===== src/rtl/wb_serial_initiator_pkg.sv =====
// rtl/wb_serial_initiator_pkg.sv - shared types and UART register map for the Wishbone serial initiator
//
// Purpose: FSM state encoding, NS16550-style register offsets and the THR-empty
// status bit position used when polling the UART interrupt status register.
// Ports: none (package).

package wb_serial_initiator_pkg;

    typedef enum logic [1:0] {
        ST_IDLE       = 2'd0,
        ST_POLL       = 2'd1,
        ST_POLL_WAIT  = 2'd2,
        ST_WRITE_WAIT = 2'd3
    } state_t;

    // UART register offsets relative to the block base address.
    localparam logic [7:0] REG_USART_THR = 8'h00;
    localparam logic [7:0] REG_USART_ISR = 8'h02;

    // ISR bit that reads 1 when the transmit holding register can take a byte.
    localparam int ISR_THRE_BIT = 1;

    // Bits needed to hold values 0..n inclusive.
    function automatic int cnt_width(input int n);
        return (n < 2) ? 1 : $clog2(n + 1);
    endfunction

endpackage


===== src/rtl/sync_byte_fifo.sv =====
// rtl/sync_byte_fifo.sv - single-clock byte FIFO with first-word-fall-through head
//
// Purpose: buffers bytes between the producer and the bus FSM.
// Ports:
//   clk    in   clock, rising edge
//   resetn in   synchronous active-low reset, empties the FIFO
//   push   in   write din (ignored when full)
//   din    in   byte to write
//   pop    in   discard the head entry (ignored when empty)
//   head   out  oldest stored byte, valid while empty=0
//   full   out  DEPTH entries stored
//   empty  out  no entries stored

module sync_byte_fifo #(
    parameter int DEPTH = 16
) (
    input  logic       clk,
    input  logic       resetn,
    input  logic       push,
    input  logic [7:0] din,
    input  logic       pop,
    output logic [7:0] head,
    output logic       full,
    output logic       empty
);

    localparam int PW = (DEPTH < 2) ? 1 : $clog2(DEPTH);

    logic [7:0]  mem [DEPTH];
    logic [PW-1:0] rd_ptr;
    logic [PW-1:0] wr_ptr;
    logic [PW:0]   count;
    logic          do_push;
    logic          do_pop;

    assign full    = (count == (PW+1)'(DEPTH));
    assign empty   = (count == '0);
    assign do_push = push && !full;
    assign do_pop  = pop && !empty;
    assign head    = mem[rd_ptr];

    // Storage carries no reset; validity is tracked entirely by count.
    always_ff @(posedge clk) begin
        if (do_push) begin
            mem[wr_ptr] <= din;
        end
    end

    // DEPTH is a power of two, so the pointers wrap by natural overflow.
    always_ff @(posedge clk) begin
        if (!resetn) begin
            rd_ptr <= '0;
            wr_ptr <= '0;
            count  <= '0;
        end else begin
            if (do_push) begin
                wr_ptr <= wr_ptr + PW'(1);
            end
            if (do_pop) begin
                rd_ptr <= rd_ptr + PW'(1);
            end
            case ({do_push, do_pop})
                2'b10:   count <= count + (PW+1)'(1);
                2'b01:   count <= count - (PW+1)'(1);
                default: count <= count;
            endcase
        end
    end

endmodule


===== src/rtl/wb_serial_initiator.sv =====
// rtl/wb_serial_initiator.sv - Wishbone initiator draining a byte stream into an NS16550-style UART
//
// Purpose: each buffered byte is sent by polling ISR until THR-empty is set,
// then writing the byte to THR with a single-beat Wishbone write.
// Ports:
//   wb_clk_i    in   clock, rising edge
//   wb_reset_i  in   synchronous active-low reset
//   tx_data     in   byte to send
//   tx_valid    in   tx_data valid
//   tx_ready    out  FIFO not full; byte taken when tx_valid && tx_ready
//   wb_adr_o    out  Wishbone address
//   wb_dat_o    out  write data, byte in [7:0]
//   wb_dat_i    in   read data (ISR)
//   wb_we_o     out  1 = THR write, 0 = ISR read
//   wb_sel_o    out  byte select, lane 0 only
//   wb_cyc_o    out  bus cycle
//   wb_stb_o    out  strobe
//   wb_ack_i    in   slave acknowledge
//   busy        out  FSM active or bytes pending
//   sent_pulse  out  one-cycle pulse per acknowledged THR write
//   err_sticky  out  ack timeout or poll-limit drop seen since reset

module wb_serial_initiator
    import wb_serial_initiator_pkg::*;
#(
    parameter int            AW          = 32,
    parameter int            DW          = 32,
    parameter logic [AW-1:0] BASE_ADDR   = '0,
    parameter int            FIFO_DEPTH  = 16,
    parameter int            POLL_LIMIT  = 255,
    parameter int            ACK_TIMEOUT = 64
) (
    input  logic            wb_clk_i,
    input  logic            wb_reset_i,
    input  logic [7:0]      tx_data,
    input  logic            tx_valid,
    output logic            tx_ready,
    output logic [AW-1:0]   wb_adr_o,
    output logic [DW-1:0]   wb_dat_o,
    input  logic [DW-1:0]   wb_dat_i,
    output logic            wb_we_o,
    output logic [DW/8-1:0] wb_sel_o,
    output logic            wb_cyc_o,
    output logic            wb_stb_o,
    input  logic            wb_ack_i,
    output logic            busy,
    output logic            sent_pulse,
    output logic            err_sticky
);

    localparam int PCW = cnt_width(POLL_LIMIT);
    localparam int WCW = cnt_width(ACK_TIMEOUT);

    state_t          state, state_n;
    logic            cyc_q, cyc_n;
    logic            we_q, we_n;
    logic [AW-1:0]   adr_q, adr_n;
    logic [DW-1:0]   dat_q, dat_n;
    logic            sent_q, sent_n;
    logic            err_q, err_n;
    logic [PCW-1:0]  poll_cnt, poll_n;
    logic [WCW-1:0]  wait_cnt, wait_n;

    logic            fifo_push;
    logic            fifo_pop;
    logic [7:0]      fifo_head;
    logic            fifo_full;
    logic            fifo_empty;
    logic            ack;
    logic            timeout;
    logic            unused_dat;

    assign fifo_push = tx_valid && !fifo_full;

    sync_byte_fifo #(
        .DEPTH (FIFO_DEPTH)
    ) u_fifo (
        .clk    (wb_clk_i),
        .resetn (wb_reset_i),
        .push   (fifo_push),
        .din    (tx_data),
        .pop    (fifo_pop),
        .head   (fifo_head),
        .full   (fifo_full),
        .empty  (fifo_empty)
    );

    // Only the THR-empty bit of ISR matters.
    assign unused_dat = ^{wb_dat_i[DW-1:ISR_THRE_BIT+1], wb_dat_i[ISR_THRE_BIT-1:0]};

    // A stray ack outside a cycle must not advance the FSM.
    assign ack     = wb_ack_i && cyc_q;
    assign timeout = cyc_q && !wb_ack_i && (wait_cnt == WCW'(ACK_TIMEOUT - 1));

    always_ff @(posedge wb_clk_i) begin
        if (!wb_reset_i) begin
            state    <= ST_IDLE;
            cyc_q    <= 1'b0;
            we_q     <= 1'b0;
            adr_q    <= '0;
            dat_q    <= '0;
            sent_q   <= 1'b0;
            err_q    <= 1'b0;
            poll_cnt <= '0;
            wait_cnt <= '0;
        end else begin
            state    <= state_n;
            cyc_q    <= cyc_n;
            we_q     <= we_n;
            adr_q    <= adr_n;
            dat_q    <= dat_n;
            sent_q   <= sent_n;
            err_q    <= err_n;
            poll_cnt <= poll_n;
            wait_cnt <= wait_n;
        end
    end

    always_comb begin
        state_n  = state;
        cyc_n    = cyc_q;
        we_n     = we_q;
        adr_n    = adr_q;
        dat_n    = dat_q;
        sent_n   = 1'b0;
        err_n    = err_q;
        poll_n   = poll_cnt;
        wait_n   = wait_cnt;
        fifo_pop = 1'b0;

        case (state)
            ST_IDLE: begin
                cyc_n = 1'b0;
                we_n  = 1'b0;
                if (!fifo_empty) begin
                    state_n = ST_POLL;
                end
            end

            ST_POLL: begin
                cyc_n   = 1'b1;
                we_n    = 1'b0;
                adr_n   = BASE_ADDR + AW'(REG_USART_ISR);
                dat_n   = '0;
                wait_n  = '0;
                state_n = ST_POLL_WAIT;
            end

            ST_POLL_WAIT: begin
                if (ack) begin
                    cyc_n = 1'b0;
                    if (wb_dat_i[ISR_THRE_BIT]) begin
                        poll_n  = '0;
                        state_n = ST_WRITE_WAIT;
                    end else if (poll_cnt == PCW'(POLL_LIMIT - 1)) begin
                        poll_n   = '0;
                        fifo_pop = 1'b1;
                        err_n    = 1'b1;
                        state_n  = ST_IDLE;
                    end else begin
                        poll_n  = poll_cnt + PCW'(1);
                        state_n = ST_POLL;
                    end
                end else if (timeout) begin
                    cyc_n    = 1'b0;
                    err_n    = 1'b1;
                    fifo_pop = 1'b1;
                    poll_n   = '0;
                    state_n  = ST_IDLE;
                end else begin
                    wait_n = wait_cnt + WCW'(1);
                end
            end

            ST_WRITE_WAIT: begin
                // Entered with cyc low so the ISR read and THR write are
                // separated by one idle cycle; the write is issued here.
                if (!cyc_q) begin
                    cyc_n  = 1'b1;
                    we_n   = 1'b1;
                    adr_n  = BASE_ADDR + AW'(REG_USART_THR);
                    dat_n  = DW'(fifo_head);
                    wait_n = '0;
                end else if (ack) begin
                    cyc_n    = 1'b0;
                    we_n     = 1'b0;
                    dat_n    = '0;
                    fifo_pop = 1'b1;
                    sent_n   = 1'b1;
                    state_n  = ST_IDLE;
                end else if (timeout) begin
                    cyc_n    = 1'b0;
                    we_n     = 1'b0;
                    dat_n    = '0;
                    err_n    = 1'b1;
                    fifo_pop = 1'b1;
                    poll_n   = '0;
                    state_n  = ST_IDLE;
                end else begin
                    wait_n = wait_cnt + WCW'(1);
                end
            end

            default: begin
                cyc_n   = 1'b0;
                we_n    = 1'b0;
                state_n = ST_IDLE;
            end
        endcase
    end

    assign tx_ready   = !fifo_full;
    assign wb_adr_o   = adr_q;
    assign wb_dat_o   = dat_q;
    assign wb_we_o    = we_q;
    assign wb_sel_o   = (DW/8)'(1);
    assign wb_cyc_o   = cyc_q;
    assign wb_stb_o   = cyc_q;
    assign busy       = (state != ST_IDLE) || !fifo_empty;
    assign sent_pulse = sent_q;
    assign err_sticky = err_q;

endmodule


===== config.mk =====
export PLATFORM = sky130hd
export DESIGN_NAME = wb_serial_initiator
export DESIGN_NICKNAME = d
export VERILOG_FILES = /design/src/rtl/wb_serial_initiator_pkg.sv /design/src/rtl/sync_byte_fifo.sv /design/src/rtl/wb_serial_initiator.sv
export SDC_FILE = /design/constraint.sdc
export NUM_CORES = 1
export LEC_CHECK = 0
export ABC_AREA = 0
export CAP_MARGIN = 20
export CORE_MARGIN = 2
export CORE_UTILIZATION = 49
export CTS_CLUSTER_DIAMETER = 100
export DETAILED_ROUTE_END_ITERATION = 16
export PLACE_DENSITY = 0.76
export REMOVE_ABC_BUFFERS = 1
export SYNTH_ARGS = -nofsm -noshare
export SYNTH_HDL_FRONTEND = slang
export SYNTH_HIERARCHICAL = 1
export SYNTH_SLANG_ARGS = --single-unit
export TNS_END_PERCENT = 5

===== constraint.sdc =====
create_clock -name wb_clk_i -period 3 [get_ports wb_clk_i]
set_input_delay 0.75 -clock wb_clk_i [delete_from_list [all_inputs] [get_ports wb_clk_i]]
set_output_delay 0.75 -clock wb_clk_i [all_outputs]
set_load 0.01 [all_outputs]

==> run metrics, run 1 <==
status complete, no violations; Placed Cells 819; mux share of post-synthesis cell area 9.58%; hpwl dp 10100 um; final count of hold timing violations 0; CTS Root Cell clkbuf_16; crit-path max cell delay 0.61 ns; VDD IR max 426 uV; headroom to the max-slew limit 47.5%; crit path buf inv count 1; Hold WS 0.471 ns; clk_lat worst skew 0.43 ns; Util after Layout 56.6%; critical path arrival 2.15 ns; power per standard cell area 574 mW/mm^2; Clock Path Buffers 2; CP startpoint kind flip-flop; Max Cap Viol 0; Mean Syn Cell Area 13.9 sq um; Starting Density 50.0%; GR Overflow Total 0; Seq/Total Area, Yosys 60.2%; Die W 131 um; Iteration-0 DRC Markers 369; final std cells w/o fill 851; total power 5.17 mW; IO buf count 28; hold depth 1; Ant. Diodes 0; GP Congestion 0.827; H-tree depth 4; largest family of logic cells by synthesized area simple AND/OR/NAND/NOR gates; Synth Area in Simple Gates 9.75%; commonest non-fill, non-tap cell in the layout edfxtp_1; CTS tree yes; CTS Hold Bufs 0; ys async rst share 0%; YS warnings 6; Reg2Reg Depth 14; Final Setup Violations 0; synthesized cell area 0.00794 sq mm; gr usage total 19.0%; XOR/XNOR Fraction of Synth Area 0.882%; cts repair resizes 2; drt wl/cell 18.5 um; most frequent cells in the layout 128 x edfxtp_1, 59 x conb_1, 45 x dfxtp_1; CP Class flip-flop to primary output; Total Wirelength 15700 um; detail-routed via count per cell 5.56; layout net count 677; Final ANT Viol Nets 0; f_max 0.344 GHz; die area 0.0172 sq mm; Yosys reg bits 175; Tcrit/Tclk final 96.8%; critical path cell sequence or4_4 -> nor2_2 -> nand2_1 -> clkdlybuf4s50_1; Sink Count 175; Critical Path Fanout Max 8; Pre-antenna DRT Iters 4; Least-Margin Pin Slew 0.786 ns; clock-pin slew of the registers on the worst-case setup and hold paths 0.07 ns; number of synthesized flops with an enable pin 128; # DRC 0; Tmin final 2.90 ns; Top Ports 119; largest net degree at the start of global routing 33; Worst Setup End Kind primary output; TritonCTS Buffers 17; clk_skew 0.00972 ns; count of cell types in the netlist 64; vias in the first global route 4820; core area 0.0159 sq mm; leakage 3.15 nW; setup bufs post-CTS 0; Layout area overhead 13.2%; Compound-Gate Fraction of Synth Area 9.36%; Die Ht 131 um; Worst EP required 2.25 ns; ys flop type edfxtp_1; Crit-path slowest cell or4_4; routed vias 4732; initial antenna violation count 0; CP delay by family, top simple AND/OR/NAND/NOR gates; Gate Count Post-Synth 571; Synth Area in Adders 1.73%; WP depth 4; Worst Hold Class flip-flop to flip-flop; site row count 46; first-pass GRT wire length 25300 um; fraction of layout cells with a size suffix above 1 18.7%; fin. max-slew vios 0
[where the power goes]
part	switching (mW)	leakage, nW	internal, mW
clock network	0.949	0.290	1.24
logic	0.204	1.33	0.114
registers	0.0237	1.54	2.63
total	1.18	3.15	3.99
[stage by stage]
step                      setup TNS (ns)  area, sq um  worst slack, ns
after floorplan                  -0.0111         7530          -0.0111
after global placement            -0.567         8380           -0.275
after detailed placement          -0.738         8380           -0.347
after CTS                              0         8970           0.0399
after global routing            -0.00978         8990         -0.00978
final                                  0         8990           0.0962
[layout make-up]
cell class                 instances  area, sq um
fill                            1234         6890
inverter                          11         41.3
tap                              216          270
multi-input combinational        353         2730
sequential                       175         4790
clock inverter                    14          156
clock buffer                      18          429
timing repair buffer              64          576
[routing by layer]
metal | vias up | wire (um) | global-route usage, %
met5 | - | 0 | 0
met4 | 0 | 259 | 6.40
met3 | 23 | 895 | 5.86
met2 | 185 | 8210 | 32.7
met1 | 2363 | 6350 | 22.8
li1 | 2161 | - | -
[cells by family (layout without fill, tap and decap cells)]
kind of cell	Yosys count	in the layout
flip-flops	175	175
buffers and inverters	100	107
AND/OR/NAND/NOR	143	143
multiplexers	36	36
other	2	59
adder cells (fa/ha/maj)	11	11
XOR/XNOR	8	8
AO/OA/AOI/OAI	96	96
[path summary, 6_finish.rpt]
| kind | from | to | slack, ns |
|---|---|---|---|
| max reg2reg | poll_cnt[0] | u_fifo/count[4] | 0.18 |
| max | u_fifo/count[1] | busy | 0.1 |
| min reg2reg | wb_dat_o[1] | wb_dat_o[1] | 0.47 |
| min | wb_dat_o[1] | wb_dat_o[1] | 0.47 |
[flip-flops by register name (all words and copies together) (netlist names), named ones only]
name,count
err_sticky,1
poll_cnt,8
sent_pulse,1
state,2
u_fifo/count,5
u_fifo/mem,128
u_fifo/rd_ptr,4
u_fifo/wr_ptr,4
wait_cnt,7
wb_adr_o,1
wb_cyc_o,1
wb_dat_o,8
wb_we_o,1
[synth_stat cells (8+ instances only)]
library cell	count	share of area (%)
ha_1	11	1.7
inv_1	10	0.47
edfxtp_1	128	48
nand2_1	33	1.6
nor2b_1	15	1.2
nor3_1	12	0.76
mux4_2	32	9.1
o21a_1	12	1.1
nand3_1	13	0.82
a31oi_1	8	0.63
o21ai_0	8	0.50
a22oi_1	17	1.6
a22o_1	8	0.88
buf_4	60	5.7
clkbuf_1	12	0.57
and2_1	11	0.87
dfxtp_1	47	12
nor2_1	25	1.2
Note: power is estimated with default switching activity, not from simulation.
==> inputs of run 2 (changes only) <==
- CORE_ASPECT_RATIO: not set -> 1.4
==> run 2 against run 1 <==
  * Combinational power hardly changed
  * Design area shrank 0.40%
  * Die area barely moved
  * Final cell count fell by 2.0%
  * Sequential share of layout area up 0.20 points
  * Count of clock-buffer cells in the layout did not move
==> run metrics, run 2 (synthesis gave the netlist of run 1 again) <==
status complete, no violations; total internal power 4.03 mW (+1.2%); final count of hold timing violations 0 (unchanged); vias in the first global route 4650 (-3.5%); Placed Cells 804 (-1.8%); Flop pwr share 51.9% (+0.5 points); clk_lat worst skew 0.43 ns (about the same); Final Setup Violations 0 (unchanged); Least-Margin Pin Slew 0.758 ns (-0.0278 ns); TritonCTS Buffers 17 (unchanged); Clock Path Buffers 2 (unchanged); crit-path max cell delay 0.63 ns (+0.02 ns); Reg2Reg Depth 16 (+2); Ant. Diodes 0 (unchanged); Worst EP required 2.25 ns (about the same); routed vias 4686 (-0.97%); Multi-input gate area 0.00273 sq mm (-0.14%); GR Overflow Total 0 (unchanged); first-pass GRT wire length 24200 um (-4.5%); Pre-antenna DRT Iters 5 (+1); CTS Root Cell clkbuf_16; Final ANT Viol Nets 0 (unchanged); Crit-path slowest cell or4_4; clk_skew 0.00872 ns (-0.00100 ns); Total Wirelength 15400 um (-1.8%); crit path buf inv count 2 (+1); detail-routed via count per cell 5.62 (+1.0%); final std cells w/o fill 834 (-2.0%); clock-pin slew of the registers on the worst-case setup and hold paths 0.06 ns (about the same); hold depth 1 (unchanged); Die Ht 155 um (+18%); die area 0.0173 sq mm (about the same); Critical Path Fanout Max 6 (-2); f_max 0.344 GHz (-0.15%); reg2reg end u_fifo/count[4]; VDD IR max 361 uV (-15%); setup bufs post-CTS 0 (unchanged); max reg flops 128 (unchanged); Iteration-0 DRC Markers 267 (-28%); unrepaired setup endpoints after global routing no; Combinational Power Share 6.2% (about the same); GP Congestion 0.870 (+5.2%); site row count 55 (+20%); drt wl/cell 18.5 um (+0.22%); hold path start wb_dat_o[4]; # DRC 0 (unchanged); number of fillers in the final layout 1259 (+2.0%); Starting Density 49.5% (-0.46 points); Max Cap Viol 0 (unchanged); Top reg by flops u_fifo/mem; headroom to the max-slew limit 49.3% (+1.9 points); Clk pwr share 41.9% (-0.6 points); Layout area overhead 12.8%; register area 0.00479 sq mm (about the same); layout net count 679 (+0.30%); initial antenna violation count 0 (unchanged); Util after Layout 55.9% (-0.75 points); Critical R2R Launch poll_cnt[0]; leakage 3.15 nW (-0.15%); CP delay by family, top simple AND/OR/NAND/NOR gates; CP Class flip-flop to primary output; TNS Setup 0 ns (unchanged); reg2reg setup slack 0.27 ns (+0.09 ns); H-tree depth 4 (unchanged); commonest non-fill, non-tap cell in the layout edfxtp_1; critical path arrival 2.16 ns (about the same); gr usage total 18.3% (-0.69 points); Hold Path Sink wb_dat_o[4]; Die W 112 um (-15%); most frequent cells in the layout 128 x edfxtp_1, 59 x conb_1, 46 x dfxtp_1; fin. max-slew vios 0 (unchanged); switching share of power 21.1% (-1.7 points); power per standard cell area 571 mW/mm^2 (-0.65%); Top Ports 119 (unchanged); Worst Setup End Kind primary output; critical path cell sequence or4_4 -> nor2_1 -> inv_1 -> clkdlybuf4s50_1; fraction of layout cells with a size suffix above 1 18.1% (-0.63 points); CTS tree yes; largest net degree at the start of global routing 40 (+21%); Tmin final 2.91 ns (+0.00429 ns); IO buf count 28 (unchanged); NetSw 1.08 mW (-8.5%); Worst Hold Class flip-flop to flip-flop; core area 0.0160 sq mm (+0.94%); hpwl dp 10600 um (+4.5%); Tcrit/Tclk final 96.9% (+0.14 points); Sink Count 175 (unchanged); CP startpoint kind flip-flop
[run 2: cell types whose count changed in the layout (fill, tap and decap cells not counted), sizes merged]
| cell | before | now |
|---|---|---|
| buf | 36 | 38 |
| bufinv | 2 | 3 |
| clkinv | 6 | 7 |
| inv | 16 | 12 |
[run 2: worst max-delay path by stage]
stage          cells after the start  slack [ns]             from              end
2_1_floorplan                     13       -0.01      poll_cnt[0]  u_fifo/count[4]
3_3_place_gp                      13       -0.28         wb_ack_i  u_fifo/count[3]
3_5_place_dp                      13       -0.32         wb_ack_i  u_fifo/count[3]
4_1_cts                            4        0.05  u_fifo/count[0]             busy
5_1_grt                            4        0.02  u_fifo/count[0]         tx_ready
6_report                           4        0.09  u_fifo/count[0]         tx_ready
[run 2: per-layer routing]
layer	share of wire (%)	vias up	track usage [%]	routed length, um
li1	-	2157	-	-
met1	38	2327	20.9	5910
met2	54	180	33.8	8410
met3	5.2	22	4.11	809
met4	2.0	0	6.11	308
met5	0	-	0	0
[run 2: area by class of cell]
cell class / count / area share (%)
inverters: 11 / 0.461
well taps: 199 / 2.78
clock inverters: 12 / 1.61
repair buffers: 66 / 6.45
clock buffers: 18 / 4.79
multi-input cells: 353 / 30.5
flip-flops and latches: 175 / 53.4
[run 2: stage by stage]
stage	power, mW	setup slack [ns]	hold slack, ns	cell area [sq um]
after floorplan	2.88	-0.0111	0.462	7530
after global placement	3.00	-0.280	0.457	8360
after detailed placement	3.01	-0.321	0.464	8360
after CTS	5.14	0.0529	0.478	8930
after global routing	5.28	0.0187	0.499	8960
final	5.11	0.0919	0.474	8960
[run 2: worst register-to-register path, cell delays in order (launching register included)]
cell and delay [ns]:
dfxtp_1 0.31, inv_1 0.07, ha_1 0.14, nand3_1 0.09, or2_1 0.24, o21a_1 0.17
nor3_1 0.19, buf_4 0.16, o21ai_4 0.05, inv_1 0.10, ha_4 0.18, xor2_1 0.17
ha_2 0.23, nand2_1 0.06, o21ai_1 0.19, or3_1 0.14, nand4_1 0.09
[run 2: repair_timing]
| item | CTS | global route |
|---|---|---|
| gates resized for setup | 0 | 6 |
| hold buffers | 0 | 0 |
| endpoints found under the setup margin | 0 | 3 |
| endpoints found under the hold margin | 0 | 0 |
[run 2: power by group through the flow]
stage | combinational, mW | clock [mW] | sequential, mW
floorplan | 0.160 | 0 | 2.72
global placement | 0.298 | 0 | 2.70
detailed placement | 0.309 | 0 | 2.71
CTS | 0.312 | 2.17 | 2.65
global route | 0.346 | 2.27 | 2.66
finish | 0.315 | 2.14 | 2.65
